File: src/rtl/if_id_stage.sv
// if_id_stage: IF/ID pipeline register for the MIPS core.
//
// Holds one fetched instruction and its PC in a main register, with a second
// skid register that catches a word accepted in the same cycle that decode
// stalls. if_ready is driven only from registered state, so there is no
// combinational path from id_ready back to fetch.
//
// Handshake (both sides): a transfer happens on a rising clock edge where
// valid and ready are both high. The producer holds valid and its data steady
// until that edge, and valid never depends on ready in the same cycle.
//
// Ports:
//   clk, reset_n        rising-edge clock, asynchronous active-low reset
//   if_valid/if_ready   fetch-side handshake
//   if_instr, if_pc     fetched word and its address
//   flush               synchronous discard of held and incoming words
//   id_valid/id_ready   decode-side handshake
//   id_instr, id_pc     held word and its PC; id_pc_plus4 = id_pc + 4
//   id_opcode..id_target26  R/I/J field slices of id_instr
//   id_is_nop           held word is the all-zero NOP
//   drop_cnt            saturating count of valid words discarded by flush
module if_id_stage #(
  parameter logic [31:0] PC_RESET = 32'h0000_0000,
  parameter int          CNT_W    = 16
) (
  input  logic             clk,
  input  logic             reset_n,
  input  logic             if_valid,
  output logic             if_ready,
  input  logic [31:0]      if_instr,
  input  logic [31:0]      if_pc,
  input  logic             flush,
  output logic             id_valid,
  input  logic             id_ready,
  output logic [31:0]      id_instr,
  output logic [31:0]      id_pc,
  output logic [31:0]      id_pc_plus4,
  output logic [5:0]       id_opcode,
  output logic [4:0]       id_rs,
  output logic [4:0]       id_rt,
  output logic [4:0]       id_rd,
  output logic [4:0]       id_shamt,
  output logic [5:0]       id_funct,
  output logic [15:0]      id_imm16,
  output logic [25:0]      id_target26,
  output logic             id_is_nop,
  output logic [CNT_W-1:0] drop_cnt
);

  logic        main_valid;
  logic [31:0] main_instr;
  logic [31:0] main_pc;
  logic        skid_valid;
  logic [31:0] skid_instr;
  logic [31:0] skid_pc;

  logic             accept;
  logic             pop;
  logic [1:0]       drop_inc;
  logic [CNT_W:0]   drop_sum;
  logic [CNT_W-1:0] drop_next;

  assign if_ready = ~skid_valid;
  assign accept   = if_valid & if_ready;
  assign pop      = main_valid & id_ready;

  // Number of valid words a flush throws away this edge. accept implies the
  // skid is empty, so the sum never exceeds 2, but 2 bits cover any case.
  always_comb begin
    drop_inc  = {1'b0, main_valid} + {1'b0, skid_valid} + {1'b0, accept};
    drop_sum  = {1'b0, drop_cnt} + {{(CNT_W - 1){1'b0}}, drop_inc};
    drop_next = drop_sum[CNT_W] ? {CNT_W{1'b1}} : drop_sum[CNT_W-1:0];
  end

  always_ff @(posedge clk or negedge reset_n) begin
    if (!reset_n) begin
      main_valid <= 1'b0;
      main_instr <= 32'h0;
      main_pc    <= PC_RESET;
      skid_valid <= 1'b0;
      skid_instr <= 32'h0;
      skid_pc    <= PC_RESET;
      drop_cnt   <= '0;
    end else if (flush) begin
      // Data registers keep their contents; only the valid bits are cleared.
      main_valid <= 1'b0;
      skid_valid <= 1'b0;
      drop_cnt   <= drop_next;
    end else if (pop && skid_valid) begin
      // if_ready is low here, so no accept can coincide.
      main_instr <= skid_instr;
      main_pc    <= skid_pc;
      skid_valid <= 1'b0;
    end else if (pop && accept) begin
      main_instr <= if_instr;
      main_pc    <= if_pc;
    end else if (pop) begin
      main_valid <= 1'b0;
    end else if (accept && !main_valid) begin
      main_valid <= 1'b1;
      main_instr <= if_instr;
      main_pc    <= if_pc;
    end else if (accept) begin
      // Decode stalled with main full: park the word in the skid register.
      skid_valid <= 1'b1;
      skid_instr <= if_instr;
      skid_pc    <= if_pc;
    end
  end

  assign id_valid    = main_valid;
  assign id_instr    = main_instr;
  assign id_pc       = main_pc;
  assign id_pc_plus4 = main_pc + 32'd4;
  assign id_opcode   = main_instr[31:26];
  assign id_rs       = main_instr[25:21];
  assign id_rt       = main_instr[20:16];
  assign id_rd       = main_instr[15:11];
  assign id_shamt    = main_instr[10:6];
  assign id_funct    = main_instr[5:0];
  assign id_imm16    = main_instr[15:0];
  assign id_target26 = main_instr[25:0];
  assign id_is_nop   = main_valid & (main_instr == 32'h0);

endmodule
File: config.mk
export PLATFORM = sky130hd
export DESIGN_NAME = if_id_stage
export DESIGN_NICKNAME = d
export VERILOG_FILES = /design/src/rtl/if_id_stage.sv
export SDC_FILE = /design/constraint.sdc
export NUM_CORES = 1
export LEC_CHECK = 0
export BUFFER_PORTS_ARGS = -buffer_cell sky130_fd_sc_hd__buf_2
export CORE_ASPECT_RATIO = 0.6
export CORE_MARGIN = 8
export CORE_UTILIZATION = 40
export CTS_CLUSTER_SIZE = 16
export DETAILED_ROUTE_END_ITERATION = 8
export GPL_ROUTABILITY_DRIVEN = 1
export PLACE_DENSITY = 0.65
export REMOVE_ABC_BUFFERS = 1
export SYNTH_ARGS = -nofsm -noshare
export SYNTH_HDL_FRONTEND = slang
export SYNTH_SLANG_ARGS = --single-unit
File: constraint.sdc
create_clock -name clk -period 2.4 [get_ports clk]
set_input_delay 0.48 -clock clk [delete_from_list [all_inputs] [get_ports clk]]
set_output_delay 0.48 -clock clk [all_outputs]
set_load 0.01 [all_outputs]
* After elaboration in Yosys (flattened, before gate mapping)
Cells that the tools add are included.
Storage, ports and cells: logic and storage cells 58, output and inout port bits 189, flip-flop bits (word level) 146
Operators by class: muxes and demuxes 20, add/subtract/negate cells 4, reduce and logical (&&, ||, !) cells 12, equal/unequal tests 6, bitwise gates (word level) 9
Operators with widths (count):
- 32-bit two-way mux | 8
- 32-bit by 3-bit adder with 32-bit output, second input constant | 1
- 32-bit logical NOT | 1
- 16-bit by 2-bit adder with 17-bit output | 1
- 16-bit two-way mux | 1
- 1-bit two-way mux | 11
- 3-bit nonzero test | 3
- 3-bit != test, second input constant | 2
- 1-bit inverter | 6
- 3-bit AND reduction | 2
- 6-bit AND reduction | 1
- 2-bit != test, second input constant | 2
- 4-bit AND reduction | 1
- 1-bit AND | 3
- 1-bit logical AND | 3
- 3-bit by 1-bit != test with 1-bit output, second input constant | 1
- 3-bit by 2-bit != test with 1-bit output, second input constant | 1
- 1-bit by 1-bit adder with 2-bit output | 1
- 2-bit by 1-bit adder with 2-bit output | 1
- 1-bit logical NOT | 1

* Depth between registers and ports, before layout
depth in word-level cells 8, mapped depth 11

* Worst setup path before layout
Ideal clock, no wire load.
path kind register to register, start point register skid_valid, end point register drop_cnt[14], cell stages (with the launch flop) 11, path buffers 0, library setup time 125 ps, period minus slack after synthesis 2541 ps, required time 2275 ps, slack -141 ps, data arrival time 2417 ps, cell sequence dfrtp_1 > inv_1 > nand2_2 > inv_1 > fa_1 > ha_1 > fa_1 > nand3_1 > nor4_2 > nand3_1 > mux2_2
Between the ends: cells in the longest elaborated chain, start to end 5, elaborated cells on any way between the ends 6, classes of those cells add/sub: 3; mux: 1; bitwise: 2
Ends and longest elaborated chain:
- from (decl) | RTL line 53 | logic skid_valid;
- from (signal assigned) | RTL line 80 | skid_valid <= 1'b0;
- from (signal assigned) | RTL line 87 | skid_valid <= 1'b0;
- from (signal assigned) | RTL line 93 | skid_valid <= 1'b0;
- 1-bit inverter | RTL line 63 | assign if_ready = ~skid_valid;
- via if_ready | RTL line 29 | output logic if_ready,
- 1-bit AND | RTL line 64 | assign accept = if_valid & if_ready;
- 2-bit by 1-bit adder with 2-bit output | RTL line 70 | drop_inc = {1'b0, main_valid} + {1'b0, skid_valid} + {1'b0, accept};
- 16-bit by 2-bit adder with 17-bit output | RTL line 71 | drop_sum = {1'b0, drop_cnt} + {{(CNT_W - 1){1'b0}}, drop_inc};
- 16-bit two-way mux | RTL line 72 | drop_next = drop_sum[CNT_W] ? {CNT_W{1'b1}} : drop_sum[CNT_W-1:0];
- to (signal assigned) | RTL line 88 | drop_cnt <= drop_next;
- to (decl) | RTL line 47 | output logic [CNT_W-1:0] drop_cnt
The timed path passes the listed nets, and every way through them passes these cells. A chain may end at the register's enable or synchronous reset.

* Worst setup path in the final report
start point register main_pc[17] (netlist: id_pc[17]), end point output id_pc_plus4[27]
Between the ends: cells in the longest elaborated chain, start to end 1
Ends and longest elaborated chain:
- from (decl) | RTL line 52 | logic [31:0] main_pc;
- from (signal assigned) | RTL line 92 | main_pc <= skid_pc;
- from (signal assigned) | RTL line 96 | main_pc <= if_pc;
- from (signal assigned) | RTL line 102 | main_pc <= if_pc;
- 32-bit by 3-bit adder with 32-bit output | RTL line 114 | assign id_pc_plus4 = main_pc + 32'd4;
- to (decl) | RTL line 37 | output logic [31:0] id_pc_plus4,
No other way between the ends.

==> flow_summary_export.csv <==
group,metric,value,unit
die,std_cell_rows,39,
grt,grt_pass1_wl,32800,um
sta,clock_skew,0.00971,ns
final_layout,regArea,3670,um2
drt,num_vias,5578,
critical_path,crit_fanout,6,
final_layout,syn_to_final_growth,29.0,%
clocking,cts_sinks,146,
placed_design,gp_congestion,0.829,
min_path,hold_class,"in2async",
sta,finalSetupViolations,6,
clocking,cts_root_buf,"clkbuf_16",
die,dieArea,24200,um2
synthesis,synth_seq_cells,146,
final_layout,fin_cells,1104,
placed_design,dp.cells,1046,
clocking,cts_tree,"built",
grt,track_usage,17.0,%
clocking,clock_path_buffers,2,
drt,antenna_left,0,
sta,rsz0062_at_grt,"true",
drt,first_pass_iters,4,
final_layout,nets,919,
synthesis,syn_avg_cell_area,12.7,um2
drt,drt_iter0_markers,260,
grt,first_global_vias,5920,
job,maxCapViolations,0,
power_and_ir_drop,p_per_area,908,nW/um2
outcome,failed_checks,"negative setup slack",
clocking,cts_buffers,17,
placed_design,dp_hpwl,14600,um
critical_path,ff2ff_setup_slack,0.05,ns
grt,grt_max_degree,53,
die,core,19000,um2
power_and_ir_drop,total_power,9.08,mW
critical_path,worstSetupEndpointType,"output port",
outcome,status,"finished with violations",
sta,worstMarginPinSlew,0.732,ns
placed_design,io_buffers,257,
synthesis,netlist_area,7750,um2
die,num_io_pins,258,
critical_path,crit_type,"reg2out",
clocking,htreeDepth,4,
clocking,ctsHoldBuffers,0,
grt,antenna_found_initial,3,
final_layout,nFillCells,1664,
synthesis,synth_cell_type_count,38,
power_and_ir_drop,peakVddDrop,0.448,mV
power_and_ir_drop,p_leak,4.74,nW
drt,vias_per_cell,5.05,
critical_path,cp_data_required_time,1.92,ns
synthesis,ys_seq_area_share,47.1,%
final_layout,diodes,0,
die,initial_core_util,40.7,%
final_layout,drive_above_1_share,67.5,%
placed_design,dpl_worst_slack,-0.212,ns
sta,hold_violations,0,
die,die_h,124,um
drt,drc,0,
sta,max_freq,0.410,GHz
grt,overflow,0,
drt,wl_per_cell,19.0,um
die,die_w,196,um
critical_path,startpoint_type,"register",
sta,setup_tns,-0.125,ns
sta,layout_min_cycle_time,2.44,ns
synthesis,ys.warnings.count,0,
critical_path,arrival,1.96,ns
synthesis,synthCells,610,
clocking,clk_pin_slew_worst_paths,0.07,ns
sta,layout_setup_ws,-0.0389,ns
sta,slew_viol_final,0,
clocking,worstSkewPairLatency,0.41,ns
sta,max_slew_margin,50.8,%
sta,fin_crit_sh,102,%
sta,hold_slack,0.0134,ns
final_layout,multi_input_area,3500,um2
drt,wl,20900,um
cell type report:
cell class,instances,area share (%)
clock buffers,20,4.47
clock inverters,12,1.81
inverters,10,0.375
multi-input cells,355,35.0
flip-flops and latches,146,36.7
well taps,246,3.08
repair buffers,315,18.6
kinds of logic (layout without fill, tap and decap cells):
logic type | Yosys count | count (layout) | synth area share (%)
XOR/XNOR | 37 | 37 | 4.18
flip-flops | 146 | 146 | 47.1
multiplexers | 197 | 197 | 28.7
buffers and inverters | 109 | 357 | 10.5
AO/OA/AOI/OAI | 10 | 10 | 1.00
AND/OR/NAND/NOR | 106 | 106 | 7.52
adder cells (fa/ha/maj) | 5 | 5 | 1.00
worst max-delay path, cell delays in order, from the launching register on:
cell	delay, ns
dfrtp_1	0.36
buf_6	0.10
nand4_1	0.14
nor4_4	0.33
buf_4	0.20
nand4_1	0.11
xnor2_1	0.17
buf_2	0.15
per-layer routing:
metal / vias up / track usage [%] / share of wire, %
met5: - / 0 / 0.15
met1: 2759 / 22.7 / 46
met3: 25 / 6.10 / 8.6
li1: 2560 / - / -
met2: 228 / 25.7 / 44
met4: 6 / 4.76 / 1.2
timing repair:
item,in CTS,in global routing
setup buffers,14,11
gates resized for setup,34,33
gates cloned,0,1
hold endpoints to repair,0,0
endpoints found under the setup margin,30,34
pin swaps,10,16
synthesized netlist by cell type, drive strengths merged:
cell type | n | area [um2]
xnor2 | 26 | 228
nand4 | 15 | 93.8
dfrtp | 146 | 3650
o21ai | 3 | 18.8
or3 | 1 | 6.26
nand2b | 1 | 6.26
buf | 97 | 768
or2 | 1 | 6.26
mux2i | 13 | 130
nor4 | 12 | 87.6
and4 | 4 | 35.0
ha | 3 | 37.5
nor4b | 2 | 17.5
nor3 | 10 | 55.1
fa | 2 | 40.0
xor2 | 11 | 96.3
a211oi | 1 | 7.51
nand2 | 24 | 92.6
inv | 10 | 37.5
nor2 | 10 | 37.5
nand3 | 18 | 95.1
and3 | 6 | 37.5
a221oi | 1 | 26.3
and2 | 2 | 12.5
a21oi | 5 | 25.0
clkbuf | 2 | 7.51
mux2 | 184 | 2090
cell usage in the layout (no fill, tap or decap), types with 5 or more instances in the layout:
cell type	synthesis	final
a21oi_1	5	5
nor4_1	10	6
mux2_2	178	178
nand3_1	17	13
dfrtp_2	0	10
buf_12	0	8
dfrtp_1	146	136
buf_4	83	41
nand4_1	15	15
inv_1	9	7
buf_6	12	10
nand2_1	23	21
xor2_1	11	10
mux2_4	5	5
nor2_1	10	9
clkbuf_16	0	17
mux2i_1	13	13
xnor2_1	26	25
nor3_1	9	5
buf_2	2	256
stage by stage:
step	utilization, %	cell area [um2]
after floorplan	-	6970
after detailed placement	46.9	8930
after global routing	52.5	10000
final	52.5	10000
after global placement	46.9	8930
after CTS	51.4	9770
power by group:
part	switching, mW	internal, mW	leakage [nW]	total, mW
clock network	1.07	1.78	0.305	2.85
registers	0.538	3.06	1.76	3.60
logic	1.28	1.35	2.68	2.63
worst paths after layout:
kind / cells past startpoint / to / startpoint
setup / recovery: 7 / id_pc_plus4[27] / id_pc[17]
hold reg to reg: 1 / skid_instr[17] / skid_instr[17]
hold / removal: 1 / skid_pc[22] / reset_n
min in group clk: 2 / skid_instr[11] / if_instr[11]
setup reg to reg: 11 / drop_cnt[6] / skid_valid
max in group asynchronous: 2 / drop_cnt[13] / reset_n
flip-flops by register name (all words and copies together), names as in the netlist:
signal      count
drop_cnt       16
id_instr       32
id_pc          32
id_valid        1
skid_instr     32
skid_pc        32
skid_valid      1
Power figures use the tool's default switching activity.
